$ cat config.mk
export PLATFORM = sky130hd
export DESIGN_NAME = ifu_ir_queue_flat
export DESIGN_NICKNAME = d
export VERILOG_FILES = /design/src/rtl/ifu_ir_queue_if.sv /design/src/rtl/ifu_ir_queue.sv /design/src/flat_wrapper.sv
export SDC_FILE = /design/constraint.sdc
export NUM_CORES = 1
export LEC_CHECK = 0
export CORE_ASPECT_RATIO = 1.2
export CORE_MARGIN = 4
export CORE_UTILIZATION = 30
export DETAILED_ROUTE_END_ITERATION = 8
export HOLD_SLACK_MARGIN = 0.15
export SLEW_MARGIN = 20
export SYNTH_ARGS = -nofsm -noshare
export SYNTH_HDL_FRONTEND = slang
export SYNTH_SLANG_ARGS = --single-unit
export TNS_END_PERCENT = 10
$ cat constraint.sdc
create_clock -name clk -period 5.7 [get_ports clk]
set_input_delay 1.71 -clock clk [delete_from_list [all_inputs] [get_ports clk]]
set_output_delay 1.71 -clock clk [all_outputs]
set_load 0.05 [all_outputs]
$ cat src/rtl/ifu_ir_queue_if.sv
// Handshake bundle between the IFU IR/PC stage, the instruction queue and EXU dispatch.
// The master modport is the environment side; the slave modport is the queue itself.
interface ifu_ir_queue_if #(
    parameter int DEPTH      = 2,
    parameter int PC_SIZE    = 32,
    parameter int INSTR_SIZE = 32
);
    localparam int CNT_W = $clog2(DEPTH + 1);

    logic                  i_valid;
    logic                  i_ready;
    logic [INSTR_SIZE-1:0] i_ir;
    logic [PC_SIZE-1:0]    i_pc;
    logic                  i_misalgn;
    logic                  i_buserr;
    logic                  i_prdt_taken;

    logic                  o_valid;
    logic                  o_ready;
    logic [INSTR_SIZE-1:0] o_ir;
    logic [PC_SIZE-1:0]    o_pc;
    logic                  o_misalgn;
    logic                  o_buserr;
    logic                  o_prdt_taken;
    logic [4:0]            o_rs1idx;
    logic [4:0]            o_rs2idx;

    logic                  flush;
    logic [CNT_W-1:0]      count;

    modport master (
        output i_valid, i_ir, i_pc, i_misalgn, i_buserr, i_prdt_taken, o_ready, flush,
        input  i_ready, o_valid, o_ir, o_pc, o_misalgn, o_buserr, o_prdt_taken,
               o_rs1idx, o_rs2idx, count
    );

    modport slave (
        input  i_valid, i_ir, i_pc, i_misalgn, i_buserr, i_prdt_taken, o_ready, flush,
        output i_ready, o_valid, o_ir, o_pc, o_misalgn, o_buserr, o_prdt_taken,
               o_rs1idx, o_rs2idx, count
    );
endinterface

$ cat src/rtl/ifu_ir_queue.sv
// IFU -> EXU instruction queue: circular buffer with side-band flags and one-cycle flush.
// Define IFU_IRQ_BYPASS_EN for a zero-latency pass-through path while the queue is empty.
module ifu_ir_queue #(
    parameter int DEPTH      = 2,
    parameter int PC_SIZE    = 32,
    parameter int INSTR_SIZE = 32
) (
    input  logic           clk,
    input  logic           rst,
    ifu_ir_queue_if.slave  bus
);
    localparam int PTR_W = $clog2(DEPTH);
    localparam int CNT_W = $clog2(DEPTH + 1);
    localparam logic [CNT_W-1:0] FULL = CNT_W'(DEPTH);

    typedef struct packed {
        logic [INSTR_SIZE-1:0] ir;
        logic [PC_SIZE-1:0]    pc;
        logic                  misalgn;
        logic                  buserr;
        logic                  prdt_taken;
    } entry_t;

    entry_t           mem [DEPTH];
    logic [PTR_W-1:0] wptr;
    logic [PTR_W-1:0] rptr;
    logic [CNT_W-1:0] cnt;

    entry_t in_entry;
    entry_t head;
    logic   empty;
    logic   in_ready;
    logic   out_valid;
    logic   push;
    logic   pop;
    logic   wr_en;
    logic   rd_en;

    assign in_entry = '{ir: bus.i_ir, pc: bus.i_pc, misalgn: bus.i_misalgn,
                        buserr: bus.i_buserr, prdt_taken: bus.i_prdt_taken};
    assign empty    = (cnt == '0);

    // Acceptance looks only at occupancy, so the fetch path never waits on EXU timing.
    assign in_ready = (cnt != FULL) & ~bus.flush;

    always_comb begin
        // NOTE: every output of this block gets a default first, so no latch can be inferred.
        head      = mem[rptr];
        out_valid = ~empty & ~bus.flush;
`ifdef IFU_IRQ_BYPASS_EN
        if (empty & ~bus.flush) begin
            head      = in_entry;
            out_valid = bus.i_valid;
        end
`endif
    end

    assign push = bus.i_valid & in_ready;
    assign pop  = out_valid & bus.o_ready;

    // An empty-queue pop can only be the bypassed entry; it is neither stored nor dequeued.
    assign wr_en = push & ~(empty & pop);
    assign rd_en = pop & ~empty;

    always_ff @(posedge clk or posedge rst) begin
        if (rst) begin
            // NOTE: storage is reset as well, because an empty queue presents entry[0] as zero.
            for (int i = 0; i < DEPTH; i++) begin
                mem[i] <= '0;
            end
            wptr <= '0;
            rptr <= '0;
            cnt  <= '0;
        end else if (bus.flush) begin
            wptr <= '0;
            rptr <= '0;
            cnt  <= '0;
        end else begin
            if (wr_en) begin
                mem[wptr] <= in_entry;
                wptr      <= wptr + PTR_W'(1);
            end
            if (rd_en) begin
                rptr <= rptr + PTR_W'(1);
            end
            unique case ({wr_en, rd_en})
                2'b10:   cnt <= cnt + CNT_W'(1);
                2'b01:   cnt <= cnt - CNT_W'(1);
                default: cnt <= cnt;
            endcase
        end
    end

    assign bus.i_ready      = in_ready;
    assign bus.o_valid      = out_valid;
    assign bus.o_ir         = head.ir;
    assign bus.o_pc         = head.pc;
    assign bus.o_misalgn    = head.misalgn;
    assign bus.o_buserr     = head.buserr;
    assign bus.o_prdt_taken = head.prdt_taken;
    assign bus.o_rs1idx     = head.ir[19:15];
    assign bus.o_rs2idx     = head.ir[24:20];
    assign bus.count        = cnt;
endmodule

$ cat src/flat_wrapper.sv
// flat-port wrapper written by rule: the top's interface ports become plain ports
module ifu_ir_queue_flat 
#(
    parameter int DEPTH      = 2,
    parameter int PC_SIZE    = 32,
    parameter int INSTR_SIZE = 32
)
  (clk, rst, bus_i_valid, bus_i_ir, bus_i_pc, bus_i_misalgn, bus_i_buserr, bus_i_prdt_taken, bus_o_ready, bus_flush, bus_i_ready, bus_o_valid, bus_o_ir, bus_o_pc, bus_o_misalgn, bus_o_buserr, bus_o_prdt_taken, bus_o_rs1idx, bus_o_rs2idx, bus_count);
  ifu_ir_queue_if #(.DEPTH(DEPTH), .PC_SIZE(PC_SIZE), .INSTR_SIZE(INSTR_SIZE)) bus_i ();
  input  logic clk;
  input  logic rst;
  input wire logic [$bits(bus_i.i_valid)-1:0] bus_i_valid;
  input wire logic [$bits(bus_i.i_ir)-1:0] bus_i_ir;
  input wire logic [$bits(bus_i.i_pc)-1:0] bus_i_pc;
  input wire logic [$bits(bus_i.i_misalgn)-1:0] bus_i_misalgn;
  input wire logic [$bits(bus_i.i_buserr)-1:0] bus_i_buserr;
  input wire logic [$bits(bus_i.i_prdt_taken)-1:0] bus_i_prdt_taken;
  input wire logic [$bits(bus_i.o_ready)-1:0] bus_o_ready;
  input wire logic [$bits(bus_i.flush)-1:0] bus_flush;
  output wire logic [$bits(bus_i.i_ready)-1:0] bus_i_ready;
  output wire logic [$bits(bus_i.o_valid)-1:0] bus_o_valid;
  output wire logic [$bits(bus_i.o_ir)-1:0] bus_o_ir;
  output wire logic [$bits(bus_i.o_pc)-1:0] bus_o_pc;
  output wire logic [$bits(bus_i.o_misalgn)-1:0] bus_o_misalgn;
  output wire logic [$bits(bus_i.o_buserr)-1:0] bus_o_buserr;
  output wire logic [$bits(bus_i.o_prdt_taken)-1:0] bus_o_prdt_taken;
  output wire logic [$bits(bus_i.o_rs1idx)-1:0] bus_o_rs1idx;
  output wire logic [$bits(bus_i.o_rs2idx)-1:0] bus_o_rs2idx;
  output wire logic [$bits(bus_i.count)-1:0] bus_count;
  assign bus_i.i_valid = bus_i_valid;
  assign bus_i.i_ir = bus_i_ir;
  assign bus_i.i_pc = bus_i_pc;
  assign bus_i.i_misalgn = bus_i_misalgn;
  assign bus_i.i_buserr = bus_i_buserr;
  assign bus_i.i_prdt_taken = bus_i_prdt_taken;
  assign bus_i.o_ready = bus_o_ready;
  assign bus_i.flush = bus_flush;
  assign bus_i_ready = bus_i.i_ready;
  assign bus_o_valid = bus_i.o_valid;
  assign bus_o_ir = bus_i.o_ir;
  assign bus_o_pc = bus_i.o_pc;
  assign bus_o_misalgn = bus_i.o_misalgn;
  assign bus_o_buserr = bus_i.o_buserr;
  assign bus_o_prdt_taken = bus_i.o_prdt_taken;
  assign bus_o_rs1idx = bus_i.o_rs1idx;
  assign bus_o_rs2idx = bus_i.o_rs2idx;
  assign bus_count = bus_i.count;
  ifu_ir_queue #(.DEPTH(DEPTH), .PC_SIZE(PC_SIZE), .INSTR_SIZE(INSTR_SIZE)) u_core (.clk(clk), .rst(rst), .bus(bus_i));
endmodule
==> results.py <==
metrics = {
    "drt": {
        "top_layer": "met4",
        "postRouteWirelength_mm": 13.5,
        "ant_nets": 0,
        "wirelength_met1_mm": 5.59,
        "routedWlPerCell_microns": 16.6,
        "via_count": 3682,
        "route.met3.wl_microns": 806,
        "drtIter0Drc": 51,
        "dr_wl_met2_mm": 6.93,
        "vias_per_cell": 4.53,
        "dr.pass1.iters": 4,
        "drc": 0,
    },
    "floorplanning": {
        "io_pins": 153,
        "fp.dieH_microns": 165,
        "dieArea_sq_um": 22900,
        "core_area_sq_um": 20300,
        "num_rows": 57,
        "dieWidth_microns": 139,
        "start_util_pct": 30.4,
    },
    "critical_path": {
        "crit_buf_inv": 2,
        "path_cells": "clkdlybuf4s50_1, nor2_1, clkdlybuf4s50_1",
        "startpoint_type": "input port",
        "crit_path_end_kind": "output port",
        "crit_type": "in2out",
        "worstPathMaxFanout": 8,
        "crit_arrival_ns": 3.24,
        "cp_top_family": "buffers and inverters",
        "slowest_stage": "clkdlybuf4s50_1",
        "max_stage_delay_ns": 0.81,
        "path_common_cell": "clkdlybuf4s50_1",
        "cp_data_required_time_ns": 3.99,
    },
    "power_and_ir_drop": {
        "peakVddDrop_mv": 0.200,
        "power_density_nw_per_um2": 458,
        "power_uw": 3910,
        "leakagePower_uw": 0.00358,
    },
    "place": {
        "dp_hpwl_mm": 8.66,
        "portBuffers": 152,
        "gp_congestion": 0.690,
    },
    "cells_and_area": {
        "antenna_cells": 0,
        "drive_gt1_share_pct": 43.6,
        "nFillCells": 1868,
        "multi_input_area_sq_um": 2510,
        "nets": 608,
        "regArea_sq_um": 3460,
        "area.growth.synth_to_final_pct": 38.5,
    },
    "cts": {
        "clk_latency_ns": 0.41,
        "clk_pin_slew_ns": 0.06,
        "ctsHoldBuffers": 0,
        "clock_sinks": 138,
        "cts_tree": "done",
        "clockRootBuffer": "clkbuf_16",
        "htreeDepth": 4,
        "cts_buffers": 17,
        "cts_setup_buffers": 0,
        "cts_resized": 0,
        "clockBufferDepth": 2,
    },
    "timing": {
        "timing.final.crit_share_pct": 86.8,
        "setup_violations": 0,
        "fmax_mhz": 202,
        "relSlewSlack_pct": 34.4,
        "rsz0062_at_grt": "false",
        "finalMaxSlewViolations": 0,
        "setup_tns_ns": 0,
        "clock_skew_ns": 0.00580,
        "hold_viol_final": 0,
        "layout_min_cycle_time_ns": 4.95,
        "worst_pin_slew_ns": 0.984,
    },
    "synthesis": {
        "synthTopCellsByArea": "dfrtp_1, mux2_2, mux2_4, buf_4, buf_2",
        "syn-num-nets": 468,
        "synth-seq-cells": 138,
        "yosysTopAreaCell": "dfrtp_1",
        "synth_top_area_share_pct": 56.0,
        "synthesis.area_sq_um": 6170,
        "synth_cells": 396,
        "avgSynthCellArea_sq_um": 15.6,
        "synthDistinctLibCells": 23,
        "yosysSeqAreaShare_pct": 56.0,
        "yosysWarnings": 0,
    },
    "run_status": {
        "outcome": "finished, final reports clean",
    },
    "global_route": {
        "grt_pass1_vias": 4237,
        "grt_overflow": 0,
        "grt_max_degree": 71,
        "grt_usage_pct": 12.0,
        "grt_antenna_before_repair": 0,
        "grt_first_pass_wirelength_mm": 21.8,
    },
    "min_path": {
        "hp-class": "reg2reg",
    },
    "run": {
        "cap_viol_max_count": 0,
    },
}
## flip-flops by register name, summed over array words and instances (netlist names)
name              cells
u_core.mem          134
u_core.bus.count      2
u_core.rptr           1
u_core.wptr           1
## Yosys cell counts
| cell | count |
|---|---|
| mux2_2 | 171 |
| dfrtp_1 | 138 |
| mux2_4 | 30 |
| buf_2 | 10 |
| buf_4 | 10 |
| clkbuf_1 | 8 |
| nor2_1 | 5 |
| buf_6 | 4 |
| o21ai_0 | 3 |
| a21oi_1 | 2 |
| buf_1 | 2 |
| inv_1 | 2 |
| a22oi_1 | 1 |
| a31oi_1 | 1 |
| nand2_1 | 1 |
| nand3_1 | 1 |
| nand3b_1 | 1 |
| nor2b_1 | 1 |
| nor4_1 | 1 |
| or3_1 | 1 |
| or4b_1 | 1 |
| or4b_2 | 1 |
| xor2_1 | 1 |
## power by group
part	internal (uW)	switching (uW)	leakage, uW
sequential	1220	131	0.00165
combinational	589	716	0.00161
clock	843	411	0.000330
total	2650	1260	0.00358
## metrics by stage
| step | setup WS (ns) | utilization, % | instances | hold WS (ns) | area (sq um) |
|---|---|---|---|---|---|
| 2_1_floorplan | 0.294 | - | 396 | 0.474 | 6170 |
| 3_3_place_gp | 0.779 | 38.8 | 782 | 0.482 | 7870 |
| 3_5_place_dp | 0.743 | 38.8 | 782 | 0.487 | 7870 |
| 4_1_cts | 0.750 | 42.2 | 813 | 0.502 | 8540 |
| 5_1_grt | 0.681 | 42.2 | 813 | 0.511 | 8540 |
| 6_report | 0.753 | 42.2 | 813 | 0.500 | 8540 |
## path summary, 6_finish.rpt
kind / from / endpoint / slack [ns] / cells after the start
max: bus_flush / bus_i_ready / 0.75 / 3
min: u_core.mem[18] / u_core.mem[18] / 0.50 / 1
max reg2reg: u_core.bus.count[1] / u_core.mem[3] / 3.09 / 4
min reg2reg: u_core.mem[18] / u_core.mem[18] / 0.50 / 1
max in group asynchronous: rst / u_core.rptr / 3.06 / 3
min in group asynchronous: rst / u_core.mem[77] / 1.74 / 2
## final cells by class
| cell class | instances | share of cell area (%) |
|---|---|---|
| multi-input cells | 222 | 29.4 |
| inverters | 2 | 0.147 |
| flip-flops and latches | 138 | 40.5 |
| clock buffers | 20 | 5.35 |
| well taps | 265 | 3.88 |
| repair buffers | 155 | 18.2 |
| clock inverters | 11 | 2.54 |
## placed cells by master (no fill, tap or decap), types with 2 or more instances in the layout
master / instances
nor2_1: 5
clkdlybuf4s50_1: 152
clkbuf_8: 2
bufinv_16: 6
inv_6: 2
mux2_2: 171
a21oi_1: 2
o21ai_0: 3
mux2_4: 30
clkbuf_16: 17
clkinv_2: 2
clkinv_4: 2
dfrtp_1: 137
buf_4: 2
## logic make-up after synthesis
logic type / after synthesis / share of synthesized area [%]
multiplexers: 201 / 38.5
flip-flops: 138 / 56.0
buffers and inverters: 36 / 3.49
AND/OR/NAND/NOR: 13 / 1.20
AO/OA/AOI/OAI: 7 / 0.629
XOR/XNOR: 1 / 0.142
## routing by layer
layer | up-vias | track usage (%)
li1 | 1683 | -
met1 | 1891 | 13.7
met2 | 99 | 21.0
met3 | 9 | 4.60
met4 | 0 | 3.87
met5 | - | 0
Power figures use the tool's default switching activity.
